--- src/rtl/axi_common_types_pkg.sv ---
// Shared AXI types for the burst engine and its helpers.
//   axi_resp_e  : AXI response codes
//   axi_burst_e : AXI burst types
//   eng_state_e : burst-engine FSM states
//   resp_worst(): merges two responses, keeping the more severe one
package axi_common_types_pkg;

    typedef enum logic [1:0] {
        OKAY   = 2'd0,
        EXOKAY = 2'd1,
        SLVERR = 2'd2,
        DECERR = 2'd3
    } axi_resp_e;

    typedef enum logic [1:0] {
        FIXED = 2'd0,
        INCR  = 2'd1,
        WRAP  = 2'd2
    } axi_burst_e;

    typedef enum logic [2:0] {
        IDLE  = 3'd0,
        WADDR = 3'd1,
        WDATA = 3'd2,
        WRESP = 3'd3,
        RADDR = 3'd4,
        RDATA = 3'd5
    } eng_state_e;

    // Severity order is DECERR > SLVERR > EXOKAY > OKAY.
    function automatic logic [1:0] resp_worst(input logic [1:0] a, input logic [1:0] b);
        if (a == DECERR || b == DECERR) return DECERR;
        if (a == SLVERR || b == SLVERR) return SLVERR;
        if (a == EXOKAY || b == EXOKAY) return EXOKAY;
        return OKAY;
    endfunction

endpackage

--- src/rtl/axi_hs_watchdog.sv ---
// Handshake watchdog for the burst engine.
//   ACLK, ARESETn : clock, asynchronous active-low reset
//   active        : engine is busy with a transaction
//   hs            : any channel handshake this cycle
//   clr           : clears the sticky expire flag (has priority)
//   expire        : sticky; set after TIMEOUT_CYC busy cycles without a handshake
module axi_hs_watchdog #(
    parameter int TIMEOUT_CYC = 256
) (
    input  logic ACLK,
    input  logic ARESETn,
    input  logic active,
    input  logic hs,
    input  logic clr,
    output logic expire
);
    localparam int CW = $clog2(TIMEOUT_CYC + 1);

    logic [CW-1:0] r_cnt;
    logic          r_expire;

    always_ff @(posedge ACLK or negedge ARESETn) begin
        if (!ARESETn) begin
            r_cnt    <= '0;
            r_expire <= 1'b0;
        end else begin
            // Counter saturates so a long stall cannot wrap back to zero.
            if (!active || hs)
                r_cnt <= '0;
            else if (r_cnt != CW'(TIMEOUT_CYC))
                r_cnt <= r_cnt + CW'(1);

            if (clr)
                r_expire <= 1'b0;
            else if (active && !hs && r_cnt == CW'(TIMEOUT_CYC - 1))
                r_expire <= 1'b1;
        end
    end

    assign expire = r_expire;

endmodule

--- src/rtl/axi_master_burst_engine.sv ---
// Single-outstanding AXI4 initiator. Takes one command, runs AW->W->B or
// AR->R, then pulses done with the merged response.
//   ACLK/ARESETn        : clock, asynchronous active-low reset
//   cmd_*               : command handshake and fields (LEN/SIZE/BURST unchanged)
//   wd_*                : write-data stream in (passed through to W)
//   rd_*                : read-data stream out (passed through from R)
//   done_valid/resp/err : one-cycle completion pulse, worst-of response, protocol error
//   timeout             : sticky handshake watchdog flag, cleared on next command
//   M_AW*/M_W*/M_B*/M_AR*/M_R* : AXI4 master port; side-band fields tied to zero
module axi_master_burst_engine
    import axi_common_types_pkg::*;
#(
    parameter int ID_W        = 4,
    parameter int ADDR_W      = 32,
    parameter int DATA_W      = 32,
    parameter int TIMEOUT_CYC = 256
) (
    input  logic                ACLK,
    input  logic                ARESETn,
    input  logic                cmd_valid,
    output logic                cmd_ready,
    input  logic                cmd_write,
    input  logic [ID_W-1:0]     cmd_id,
    input  logic [ADDR_W-1:0]   cmd_addr,
    input  logic [3:0]          cmd_len,
    input  logic [2:0]          cmd_size,
    input  logic [1:0]          cmd_burst,
    input  logic                wd_valid,
    output logic                wd_ready,
    input  logic [DATA_W-1:0]   wd_data,
    input  logic [DATA_W/8-1:0] wd_strb,
    output logic                rd_valid,
    input  logic                rd_ready,
    output logic [DATA_W-1:0]   rd_data,
    output logic                rd_last,
    output logic                done_valid,
    output logic [1:0]          done_resp,
    output logic                done_err,
    output logic                timeout,
    output logic [ID_W-1:0]     M_AWID,
    output logic [ADDR_W-1:0]   M_AWADDR,
    output logic [7:0]          M_AWLEN,
    output logic [2:0]          M_AWSIZE,
    output logic [1:0]          M_AWBURST,
    output logic                M_AWLOCK,
    output logic [3:0]          M_AWCACHE,
    output logic [2:0]          M_AWPROT,
    output logic [3:0]          M_AWQOS,
    output logic [3:0]          M_AWREGION,
    output logic                M_AWUSER,
    output logic                M_AWVALID,
    input  logic                M_AWREADY,
    output logic [DATA_W-1:0]   M_WDATA,
    output logic [DATA_W/8-1:0] M_WSTRB,
    output logic                M_WLAST,
    output logic                M_WUSER,
    output logic                M_WVALID,
    input  logic                M_WREADY,
    input  logic [ID_W-1:0]     M_BID,
    input  logic [1:0]          M_BRESP,
    input  logic                M_BVALID,
    output logic                M_BREADY,
    output logic [ID_W-1:0]     M_ARID,
    output logic [ADDR_W-1:0]   M_ARADDR,
    output logic [7:0]          M_ARLEN,
    output logic [2:0]          M_ARSIZE,
    output logic [1:0]          M_ARBURST,
    output logic                M_ARLOCK,
    output logic [3:0]          M_ARCACHE,
    output logic [2:0]          M_ARPROT,
    output logic [3:0]          M_ARQOS,
    output logic [3:0]          M_ARREGION,
    output logic                M_ARUSER,
    output logic                M_ARVALID,
    input  logic                M_ARREADY,
    input  logic [ID_W-1:0]     M_RID,
    input  logic [DATA_W-1:0]   M_RDATA,
    input  logic [1:0]          M_RRESP,
    input  logic                M_RLAST,
    input  logic                M_RVALID,
    output logic                M_RREADY
);
    eng_state_e        r_state, w_state_next;
    logic              r_cmd_ready;
    logic [ID_W-1:0]   r_id;
    logic [ADDR_W-1:0] r_addr;
    logic [3:0]        r_len;
    logic [2:0]        r_size;
    axi_burst_e        r_burst;
    logic [3:0]        r_cnt;
    logic [1:0]        r_resp_acc;
    logic              r_err_acc;
    logic              r_done_valid;
    logic [1:0]        r_done_resp;
    logic              r_done_err;

    logic w_cmd_hs, w_aw_hs, w_w_hs, w_b_hs, w_ar_hs, w_r_hs;
    logic w_any_hs, w_r_beat_err;

    // Channel VALID/READY are decoded from the registered state, so they
    // drop asynchronously with reset and cannot glitch on command inputs.
    assign M_AWVALID = (r_state == WADDR);
    assign M_ARVALID = (r_state == RADDR);
    assign M_WVALID  = (r_state == WDATA) && wd_valid;
    assign wd_ready  = (r_state == WDATA) && M_WREADY;
    assign M_BREADY  = (r_state == WRESP);
    assign M_RREADY  = (r_state == RDATA) && rd_ready;
    assign rd_valid  = (r_state == RDATA) && M_RVALID;

    assign w_cmd_hs = cmd_valid && r_cmd_ready;
    assign w_aw_hs  = M_AWVALID && M_AWREADY;
    assign w_w_hs   = M_WVALID && M_WREADY;
    assign w_b_hs   = M_BREADY && M_BVALID;
    assign w_ar_hs  = M_ARVALID && M_ARREADY;
    assign w_r_hs   = M_RREADY && M_RVALID;
    assign w_any_hs = w_aw_hs || w_w_hs || w_b_hs || w_ar_hs || w_r_hs;

    // A read beat is bad if its ID is foreign or RLAST disagrees with the
    // beat position (early RLAST, or missing RLAST on the final beat).
    assign w_r_beat_err = (M_RID != r_id) || (M_RLAST != (r_cnt == r_len));

    assign M_AWID     = r_id;
    assign M_AWADDR   = r_addr;
    assign M_AWLEN    = {4'b0, r_len};
    assign M_AWSIZE   = r_size;
    assign M_AWBURST  = r_burst;
    assign M_AWLOCK   = 1'b0;
    assign M_AWCACHE  = 4'b0;
    assign M_AWPROT   = 3'b0;
    assign M_AWQOS    = 4'b0;
    assign M_AWREGION = 4'b0;
    assign M_AWUSER   = 1'b0;
    assign M_ARID     = r_id;
    assign M_ARADDR   = r_addr;
    assign M_ARLEN    = {4'b0, r_len};
    assign M_ARSIZE   = r_size;
    assign M_ARBURST  = r_burst;
    assign M_ARLOCK   = 1'b0;
    assign M_ARCACHE  = 4'b0;
    assign M_ARPROT   = 3'b0;
    assign M_ARQOS    = 4'b0;
    assign M_ARREGION = 4'b0;
    assign M_ARUSER   = 1'b0;

    assign M_WDATA = wd_data;
    assign M_WSTRB = wd_strb;
    assign M_WLAST = (r_cnt == r_len);
    assign M_WUSER = 1'b0;
    assign rd_data = M_RDATA;
    assign rd_last = M_RLAST;

    assign cmd_ready  = r_cmd_ready;
    assign done_valid = r_done_valid;
    assign done_resp  = r_done_resp;
    assign done_err   = r_done_err;

    always_comb begin
        w_state_next = r_state;
        case (r_state)
            IDLE:    if (w_cmd_hs) w_state_next = cmd_write ? WADDR : RADDR;
            WADDR:   if (w_aw_hs) w_state_next = WDATA;
            WDATA:   if (w_w_hs && M_WLAST) w_state_next = WRESP;
            WRESP:   if (w_b_hs) w_state_next = IDLE;
            RADDR:   if (w_ar_hs) w_state_next = RDATA;
            RDATA:   if (w_r_hs && M_RLAST) w_state_next = IDLE;
            default: w_state_next = IDLE;
        endcase
    end

    always_ff @(posedge ACLK or negedge ARESETn) begin
        if (!ARESETn) begin
            r_state      <= IDLE;
            r_cmd_ready  <= 1'b0;
            r_id         <= '0;
            r_addr       <= '0;
            r_len        <= '0;
            r_size       <= '0;
            r_burst      <= FIXED;
            r_cnt        <= '0;
            r_resp_acc   <= OKAY;
            r_err_acc    <= 1'b0;
            r_done_valid <= 1'b0;
            r_done_resp  <= OKAY;
            r_done_err   <= 1'b0;
        end else begin
            r_state      <= w_state_next;
            r_cmd_ready  <= (w_state_next == IDLE);
            r_done_valid <= 1'b0;

            if (w_cmd_hs) begin
                r_id       <= cmd_id;
                r_addr     <= cmd_addr;
                r_len      <= cmd_len;
                r_size     <= cmd_size;
                r_burst    <= axi_burst_e'(cmd_burst);
                r_resp_acc <= OKAY;
                r_err_acc  <= 1'b0;
            end

            if (w_aw_hs || w_ar_hs)
                r_cnt <= '0;
            else if (w_w_hs || w_r_hs)
                r_cnt <= r_cnt + 4'd1;

            if (w_b_hs) begin
                r_done_valid <= 1'b1;
                r_done_resp  <= M_BRESP;
                r_done_err   <= (M_BID != r_id);
            end

            if (w_r_hs) begin
                r_resp_acc <= resp_worst(r_resp_acc, M_RRESP);
                r_err_acc  <= r_err_acc || w_r_beat_err;
                if (M_RLAST) begin
                    r_done_valid <= 1'b1;
                    r_done_resp  <= resp_worst(r_resp_acc, M_RRESP);
                    r_done_err   <= r_err_acc || w_r_beat_err;
                end
            end
        end
    end

    axi_hs_watchdog #(
        .TIMEOUT_CYC(TIMEOUT_CYC)
    ) u_watchdog (
        .ACLK    (ACLK),
        .ARESETn (ARESETn),
        .active  (r_state != IDLE),
        .hs      (w_any_hs),
        .clr     (w_cmd_hs),
        .expire  (timeout)
    );

endmodule

--- config.mk ---
export PLATFORM = sky130hd
export DESIGN_NAME = axi_master_burst_engine
export DESIGN_NICKNAME = d
export VERILOG_FILES = /design/src/rtl/axi_common_types_pkg.sv /design/src/rtl/axi_hs_watchdog.sv /design/src/rtl/axi_master_burst_engine.sv
export SDC_FILE = /design/constraint.sdc
export NUM_CORES = 1
export LEC_CHECK = 0
export BUFFER_PORTS_ARGS = -buffer_cell sky130_fd_sc_hd__buf_2
export CAP_MARGIN = 15
export CORE_AREA = 4 4 136 138
export DETAILED_ROUTE_END_ITERATION = 8
export DIE_AREA = 0 0 140 142
export GPL_TIMING_DRIVEN = 1
export SLEW_MARGIN = 0
export SYNTH_ARGS = -nofsm -noshare
export SYNTH_HDL_FRONTEND = slang
export SYNTH_SLANG_ARGS = --single-unit
export TNS_END_PERCENT = 20
--- constraint.sdc ---
create_clock -name ACLK -period 1.7 [get_ports ACLK]
set_clock_uncertainty 0.05 [all_clocks]
set_input_delay 0.255 -clock ACLK [delete_from_list [all_inputs] [get_ports ACLK]]
set_output_delay 0.255 -clock ACLK [all_outputs]
set_load 0.02 [all_outputs]
==> results by group, run 1 <==
Die
  • Die width: 140 um
  • # IOs: 353
  • Die area: 19,900 um^2
  • Core area: 17,200 um^2
  • Die H: 142 um
  • FP Rows: 48
  • Initial Utilization: 25.7%

Timing
  • Crit share post-route: 103%
  • Final hold violation count: 0
  • Tmin final: 1.75 ns
  • Worst hold margin: 0.101 ns
  • Fmax achieved: 573 MHz
  • Final setup fails: 2
  • RSZ-0062 raised after global routing: yes
  • Final slew viol count: 0
  • Worst Slack Setup Final: -0.0455 ns

Route
  • DRC: 0
  • WL/cell: 15.1 um
  • Post-Route WL: 11,000 um
  • DR iter-0 viols: 66
  • DR vias: 2,876
  • DR vias/cell: 3.96
  • Initial DRT Pass Iterations: 4
  • Post-route ant nets: 0

Synth
  • Async S/R FF share, synth: 100%
  • Synthesized cell area: 4420 um^2
  • Top cells by area, synth: dfrtp_1, buf_4, mux2_2
  • EDFF count, synth: 0
  • Post-synth top area share: 39.6%
  • Number of cells produced by synthesis: 419
  • Register area share after synthesis: 39.6%
  • Synth top cells by count: buf_4, dfrtp_1, mux2_2
  • Synth Area per Inst: 10.5 um^2
  • #FFs+latches synth: 70
  • Synth cell types: 46
  • Top_reg_cell synth: dfrtp_1
  • Count leader, synth: buf_4
  • Cell taking the most area after synthesis: dfrtp_1
  • Yosys synthesis warning count: 0

GRT
  • Largest net degree at the start of global routing: 71
  • Gr ovfl total: 0
  • Vias in the first global route: 2,905
  • First-pass GRT wire length: 16,200 um
  • Total track usage: 10.5%
  • Initial antenna violation count: 1

Cells and area
  • Share of cells above drive strength 1: 54.3%
  • Final Cell Area: 4980 um^2
  • FILL cells: 1,809
  • Area Growth Syn to Fin: 12.7%
  • Nets@finish: 638
  • Finished Layout Cells: 726
  • Antenna fix cells: 0

Clocking
  • Max H-tree Level: 3
  • CTS tree: yes
  • Clock transition at the registers of the reported paths: 0.06 ns
  • Clock Path Buffers: 2
  • Clock Latency Late Sink: 0.33 ns
  • Num CTS Buffers: 9
  • CTS sink count: 70
  • Root Buffer: clkbuf_16

Critical path
  • Buffer and inverter count on the worst path: 1
  • Crit path max-delay cell type: dfrtp_1
  • Max stage delay on crit path: 0.39 ns
  • Critical Path RT: 1.39 ns
  • Setup CP Type: reg -> out
  • Worst path depth: 3
  • Crit-path max FO: 2
  • CP endpoint kind: primary output
  • R2r worst-path depth: 5
  • Critical-path cell list: xor2_1 > nor4_4 > buf_4
  • Kind of cell adding the most delay to the critical path: flip-flops
  • CP arrival: 1.44 ns
  • CP Launch Type: flop

Pwr
  • Int Pwr: 5560 uW
  • Pwr Total: 9900 uW
  • Switching pwr: 4340 uW
  • Total leakage power: 0.00249 uW
  • PD cells: 1990 nW/um^2
  • Clk pwr share: 18.4%
  • Comb power frac: 51.2%
  • VDD IR-drop max: 0.00118 V
  • Switch share: 43.8%
  • Seq pwr share: 30.3%

Place
  • Post-detail-place hpwl: 8620 um
  • Port buffer count: 173
  • Area of placed instances: 4610 um^2
  • GPL Wtd Cong: 0.777
  • Inst Count DP: 706

Min path
  • Path type of the worst min-delay path: in -> reg
  • Cells on Worst Hold Path: 2

Run status
  • Failing checks: setup timing
  • Run status: complete, but fails checks

Run
  • # Max-Cap Violations: 0
==> layer usage <==
metal	GRT usage (%)	routed length [um]	vias to the layer above
met5	0.239	7	-
met4	2.70	132	2
met3	5.17	1280	11
met2	20.2	6080	186
met1	9.80	3460	1340
li1	-	-	1337
==> final cells by class <==
type                       instances  area, um^2  area share, %
sequential                        70        1760           35.3
multi-input combinational        217        1580           31.7
timing repair buffer             191        1050           21.1
tap                              225         282           5.65
clock buffer                      11         233           4.67
clock inverter                     4        48.8          0.980
inverter                           8        30.0          0.603
==> registers in the layout (all words and copies together), names as in the netlist, 2 cells and up <==
name / flops
M_ARADDR: 32
M_ARID: 4
M_ARBURST: 2
r_len: 4
r_cnt: 4
r_resp_acc: 2
done_resp: 2
r_state: 3
M_ARSIZE: 3
u_watchdog.r_cnt: 9
==> path summary, 6_finish.rpt <==
path                                   startpoint                end  slack (ns)
worst max register to register           r_len[1]          cmd_ready        0.09
worst min register to register  u_watchdog.expire  u_watchdog.expire        0.46
worst max-delay path                     r_len[3]            M_WLAST       -0.05
worst min-delay path                 cmd_addr[13]       M_ARADDR[13]        0.10
min in group asynchronous                 ARESETn          cmd_ready        0.43
max in group asynchronous                 ARESETn           r_len[0]        0.83
==> worst register-to-register path, cell delays in order (launching register included) <==
cell,delay [ns]
dfrtp_1,0.44
xor2_1,0.27
nor4_4,0.07
buf_4,0.15
a32o_1,0.24
a211oi_2,0.29
==> cells by family after synthesis <==
group,Yosys count,synth area share [%]
other,1,0.0849
adder cells (fa/ha/maj),4,1.13
buffers and inverters,174,28.8
flip-flops,70,39.6
multiplexers,52,13.3
AND/OR/NAND/NOR,72,9.23
AO/OA/AOI/OAI,27,3.99
XOR/XNOR,19,3.77
==> layout by cell type, fill, tap and decap left out, types with 3 or more instances in the layout <==
master	synthesis	routed
mux2_2	46	46
nor2_1	21	19
mux2i_1	4	4
clkbuf_16	0	9
buf_2	4	167
or3_1	3	3
nand4_1	3	3
nand2_1	13	12
xor2_1	6	6
dfrtp_2	0	4
nor3_1	3	3
dfrtp_1	70	66
a21oi_1	10	10
xnor2_1	13	13
conb_1	1	43
ha_1	4	4
nand3b_1	5	5
nand3_1	8	8
o21ai_0	4	4
nand2b_1	3	3
buf_4	158	19
inv_1	8	8
==> power by group through the flow <==
stage / combinational, uW / clock [uW] / sequential (uW)
after detailed placement: 4980 / 0 / 3040
final: 5070 / 1830 / 3000
after global placement: 4960 / 0 / 3020
after global routing: 5440 / 1980 / 3130
after CTS: 5150 / 1910 / 3020
after floorplan: 3590 / 0 / 3660
==> repair_timing <==
item,4_1_cts,5_1_grt
endpoints found under the hold margin,70,0
gates cloned,0,0
pin swaps,1,2
hold buffers,1,0
resized for setup,17,2
endpoints found under the setup margin,8,8
setup buffers,4,0
==> stage by stage <==
step                      utilization [%]  setup TNS [ns]  worst slack [ns]
after floorplan                         -               0            0.0952
after global placement               26.8               0            0.0706
after detailed placement             26.8               0            0.0469
after CTS                            29.0          -0.193            -0.127
after global routing                 29.0          -0.469            -0.131
final                                29.0         -0.0562           -0.0455
(Power assumes the default switching activity.)
==> inputs of run 2 (changes only) <==
Clock period 1.7 ns to 1.95 ns, I/O delays scaled along.
==> run 2 against run 1 <==
Compared with the run above:
- the run now ends clean
- routed wire length fell by 0.46%
- total power fell by 14%
- register-to-register slack better by 0.15 ns
- flip-flop and latch count stayed put
- non-clock buffer count shrank 10
- clock power fell by 9.8%
- largest cell class unchanged
- largest power group unchanged
- highest routed layer is now met4
==> results by group, run 2 (synthesized netlist as in run 1, its figures left out) <==
Timing
  • Worst Slack Setup Final: 0.0744 ns
  • Final setup fails: 0
  • Crit share post-route: 96.2%
  • Final hold violation count: 0
  • Worst hold margin: 0.135 ns
  • Tmin final: 1.88 ns
  • Final slew viol count: 0
  • RSZ-0062 raised after global routing: yes
  • Fmax achieved: 533 MHz

GRT
  • Met2 track utilization from global routing: 19.5%
  • First-pass GRT wire length: 16,100 um
  • M3 GR Usage: 4.64%
  • Gr ovfl total: 0
  • Largest net degree at the start of global routing: 40
  • Total track usage: 10.5%
  • Global route hottest layer: met2
  • Met1 Usage GRT: 10.4%
  • Initial antenna violation count: 0
  • Vias in the first global route: 2,773

Pwr
  • Total leakage power: 0.00243 uW
  • Comb power frac: 49.1%
  • VDD IR-drop max: 0.000713 V
  • Switch share: 44.3%
  • Clk pwr share: 19.5%
  • Pwr Total: 8470 uW
  • Seq pwr share: 31.4%
  • Switching pwr: 3750 uW
  • PD cells: 1740 nW/um^2
  • Int Pwr: 4720 uW

Cells and area
  • Share of cells above drive strength 1: 52.8%
  • Nets@finish: 628
  • Most frequent cells in the layout: buf_2, dfrtp_1, mux2_2
  • FILL cells: 1,824
  • Antenna fix cells: 0
  • Max reg flops: 32
  • Most common cell after layout, fill and taps aside: buf_2
  • Area Growth Syn to Fin: 10.2%
  • Finished Layout Cells: 717

Clocking
  • Clock Path Buffers: 2
  • Root Buffer: clkbuf_16
  • CTS sink count: 70
  • Clock Latency Late Sink: 0.33 ns
  • Clock transition at the registers of the reported paths: 0.06 ns
  • Num CTS Buffers: 9
  • Max H-tree Level: 3
  • CTS tree: yes

Die
  • Die H: 142 um
  • Initial Utilization: 25.7%
  • FP Rows: 48
  • Core area: 17,200 um^2
  • # IOs: 353
  • Die area: 19,900 um^2
  • Die width: 140 um

Critical path
  • CP arrival: 1.53 ns
  • R2r worst-path depth: 4
  • Setup CP Type: reg -> out
  • CP Launch Type: flop
  • CP endpoint kind: primary output
  • Reg-to-reg endpoint: u_watchdog.expire
  • Reg2reg start: r_state[0]
  • Worst reg-to-reg setup slack: 0.24 ns
  • Crit-path max FO: 4
  • Critical Path RT: 1.61 ns

Route
  • Post-Route WL: 10,900 um
  • DRC: 0
  • DR vias/cell: 3.94
  • DR iter-0 viols: 86
  • Initial DRT Pass Iterations: 4
  • Post-route ant nets: 0
  • DR vias: 2,826
  • WL/cell: 15.2 um

Min path
  • WHS Endpoint: M_ARADDR[31]
  • Cells on Worst Hold Path: 2
  • Worst min-delay path startpoint: cmd_addr[31]
  • Path type of the worst min-delay path: in -> reg

Place
  • Post-detail-place hpwl: 8720 um
  • GPL Wtd Cong: 0.756
  • Pre-CTS setup slack: 0.201 ns
  • Inst Count DP: 698
  • Port buffer count: 173

Run status
  • Run status: finished clean

Run
  • # Max-Cap Violations: 0
[run 2: repair_timing]
action,in CTS,in global routing
endpoints found under the setup margin,1,3
pin swaps,1,1
buffers inserted,2,0
hold endpoints to repair,31,0
resized for setup,2,3
hold buffers,1,0
[run 2: worst max-delay path by stage]
stage,depth (start not counted),from,end
floorplan,4,r_len[3],done_err
global placement,4,r_state[1],u_watchdog.expire
detailed placement,4,r_state[1],u_watchdog.expire
CTS,3,r_cnt[0],M_WLAST
global route,3,r_len[3],M_WLAST
finish,3,r_len[3],M_WLAST
[run 2: cell type report]
class	count	area, um^2	area share (%)
clock buffers	10	239	4.91
clock inverters	6	61.3	1.26
inverters	8	30.0	0.617
multi-input cells	217	1550	31.9
flip-flops and latches	70	1760	36.1
well taps	225	282	5.78
repair buffers	181	946	19.4
[run 2: power by group through the flow]
stage / clock network [uW] / logic (uW) / registers, uW
6_report: 1650 / 4160 / 2660
5_1_grt: 1810 / 4460 / 2790
4_1_cts: 1750 / 4230 / 2670
3_5_place_dp: 0 / 4170 / 2690
3_3_place_gp: 0 / 4170 / 2670
2_1_floorplan: 0 / 3130 / 3190
[run 2: layer usage]
layer	up-vias	part of all wire [%]
met5	-	0
met4	0	1.8
met3	14	11
met2	180	55
met1	1314	32
li1	1318	-
[run 2: through the flow]
stage	setup TNS (ns)	util [%]	instance area, um^2
2_1_floorplan	0	-	4580
3_3_place_gp	0	26.4	4530
3_5_place_dp	0	26.4	4530
4_1_cts	0	28.3	4860
5_1_grt	-0.00612	28.3	4870
6_report	0	28.3	4870
[run 2: critical path, cell delays in order, from the launching register on]
cell and delay [ns]:
dfrtp_2 0.43, xor2_1 0.19, nor4_4 0.38, buf_4 0.21
==> inputs of run 3 (changes only) <==
Settings changed: SETUP_SLACK_MARGIN set to 0.1.
==> run 3 against run 2 <==
Compared with the run above:
- final cell count up 0.42%
- design area rose by 0.67%
- register-to-register slack improved by 0.07 ns
- combinational power increased by 1%
- clock-buffer cell count stayed put
- total power up 0.70%
- critical path depth did not move
- non-clock buffer count increased by 3
- global-route usage is essentially flat
- core utilization is 0.19 points higher
==> results by group, run 3 (synthesized netlist as in run 1, its figures left out) <==
Run status
  • Run status: finished clean

Clocking
  • CTS sink count: 70
  • Max H-tree Level: 3
  • Clock Latency Late Sink: 0.33 ns
  • Num CTS Buffers: 9
  • Clock transition at the registers of the reported paths: 0.06 ns
  • Root Buffer: clkbuf_16
  • CTS tree: yes
  • Clock Path Buffers: 2

Timing
  • Tmin final: 1.85 ns
  • Worst Slack Setup Final: 0.0956 ns
  • Crit share post-route: 95.1%
  • Final hold violation count: 0
  • Fmax achieved: 539 MHz
  • Final slew viol count: 0
  • Worst hold margin: 0.136 ns
  • Final setup fails: 0
  • RSZ-0062 raised after global routing: yes
  • Setup TNS: 0 ns

Place
  • Pre-CTS setup slack: 0.201 ns
  • GPL Wtd Cong: 0.756
  • Post-detail-place hpwl: 8720 um
  • Port buffer count: 173

Die
  • Die area: 19,900 um^2
  • Die width: 140 um
  • Initial Utilization: 25.7%
  • Core area: 17,200 um^2
  • FP Rows: 48
  • # IOs: 353
  • Die H: 142 um

Pwr
  • Total leakage power: 0.00245 uW
  • PD cells: 1740 nW/um^2
  • Pwr Total: 8530 uW
  • VDD IR-drop max: 0.000713 V

Critical path
  • Max stage delay on crit path: 0.41 ns
  • Critical Path RT: 1.61 ns
  • Crit path max-delay cell type: dfrtp_2
  • CP arrival: 1.51 ns
  • Critical-path cell list: xor2_1 > nor4_4 > buf_4
  • CP endpoint kind: primary output
  • Buffer and inverter count on the worst path: 1
  • CP Launch Type: flop
  • Setup CP Type: reg -> out
  • Kind of cell adding the most delay to the critical path: flip-flops
  • Crit-path max FO: 2

Cells and area
  • Max reg flops: 32
  • Nets@finish: 631
  • FILL cells: 1,820
  • Area Growth Syn to Fin: 10.9%
  • Share of cells above drive strength 1: 53.7%
  • Most common cell after layout, fill and taps aside: buf_2
  • Antenna fix cells: 0
  • Multi-input gate area: 1560 um^2
  • Most frequent cells in the layout: buf_2, dfrtp_1, mux2_2
  • Sequential Area: 1760 um^2

Run
  • # Max-Cap Violations: 0

GRT
  • Vias in the first global route: 2,777
  • Initial antenna violation count: 0
  • Gr ovfl total: 0
  • Total track usage: 10.5%
  • First-pass GRT wire length: 16,000 um
  • Largest net degree at the start of global routing: 40

Route
  • DR vias: 2,848
  • DR vias/cell: 3.96
  • DR iter-0 viols: 85
  • Post-Route WL: 10,900 um
  • WL/cell: 15.2 um
  • DRC: 0
  • Initial DRT Pass Iterations: 4
  • Post-route ant nets: 0

Min path
  • Path type of the worst min-delay path: in -> reg
run 3: cell types whose count changed in the layout (fill, tap and decap cells not counted):
cell / delta
buf_4: +3
xor2_1: -1
xor2_2: +1
dfrtp_1: -2
dfrtp_2: +2
run 3: layout make-up:
| cell class | instances | area share [%] |
|---|---|---|
| Sequential cell | 70 | 35.9 |
| Multi-Input combinational cell | 217 | 31.8 |
| Timing Repair Buffer | 184 | 19.8 |
| Tap cell | 225 | 5.75 |
| Clock buffer | 10 | 4.88 |
| Clock inverter | 6 | 1.25 |
| Inverter | 8 | 0.613 |
run 3: what timing repair did:
action,4_1_cts,5_1_grt
pin swaps,2,1
resized for setup,3,5
hold endpoints to repair,31,0
endpoints found under the setup margin,6,18
hold buffers,1,0
setup buffers,4,1
run 3: worst paths after layout:
kind | cells after the start | slack (ns) | start | to
max | 3 | 0.1 | r_len[3] | M_WLAST
min | 2 | 0.14 | cmd_addr[31] | M_ARADDR[31]
max reg2reg | 4 | 0.31 | r_state[1] | u_watchdog.expire
min reg2reg | 1 | 0.47 | M_ARADDR[22] | M_ARADDR[22]
max in group asynchronous | 3 | 0.89 | ARESETn | r_len[1]
min in group asynchronous | 2 | 0.39 | ARESETn | M_ARADDR[31]
run 3: power breakdown:
group	internal, uW	switching (uW)	total (uW)	leakage [uW]
sequential	2080	580	2660	0.000854
clock	1020	628	1650	0.000148
combinational	1670	2550	4220	0.00145
run 3: per-layer routing:
| metal | track usage, % | vias up | wire length, um |
|---|---|---|---|
| met2 | 19.5 | 182 | 6010 |
| li1 | - | 1325 | - |
| met3 | 4.64 | 15 | 1240 |
| met5 | 0.239 | - | 0 |
| met1 | 10.4 | 1326 | 3460 |
| met4 | 3.72 | 0 | 204 |
run 3: worst register-to-register path, delay by kind of cell, from the launching register on:
family,cells,cell delay [ns]
flops,1,0.49
compound gates,2,0.30
simple gates,2,0.72
run 3: stage by stage:
| step | area, um^2 | util, % | cells |
|---|---|---|---|
| 6_report | 4900 | 28.5 | 720 |
| 5_1_grt | 4900 | 28.5 | 720 |
| 4_1_cts | 4890 | 28.4 | 719 |
| 3_5_place_dp | 4530 | 26.4 | 698 |
| 3_3_place_gp | 4530 | 26.4 | 698 |
| 2_1_floorplan | 4580 | - | 461 |
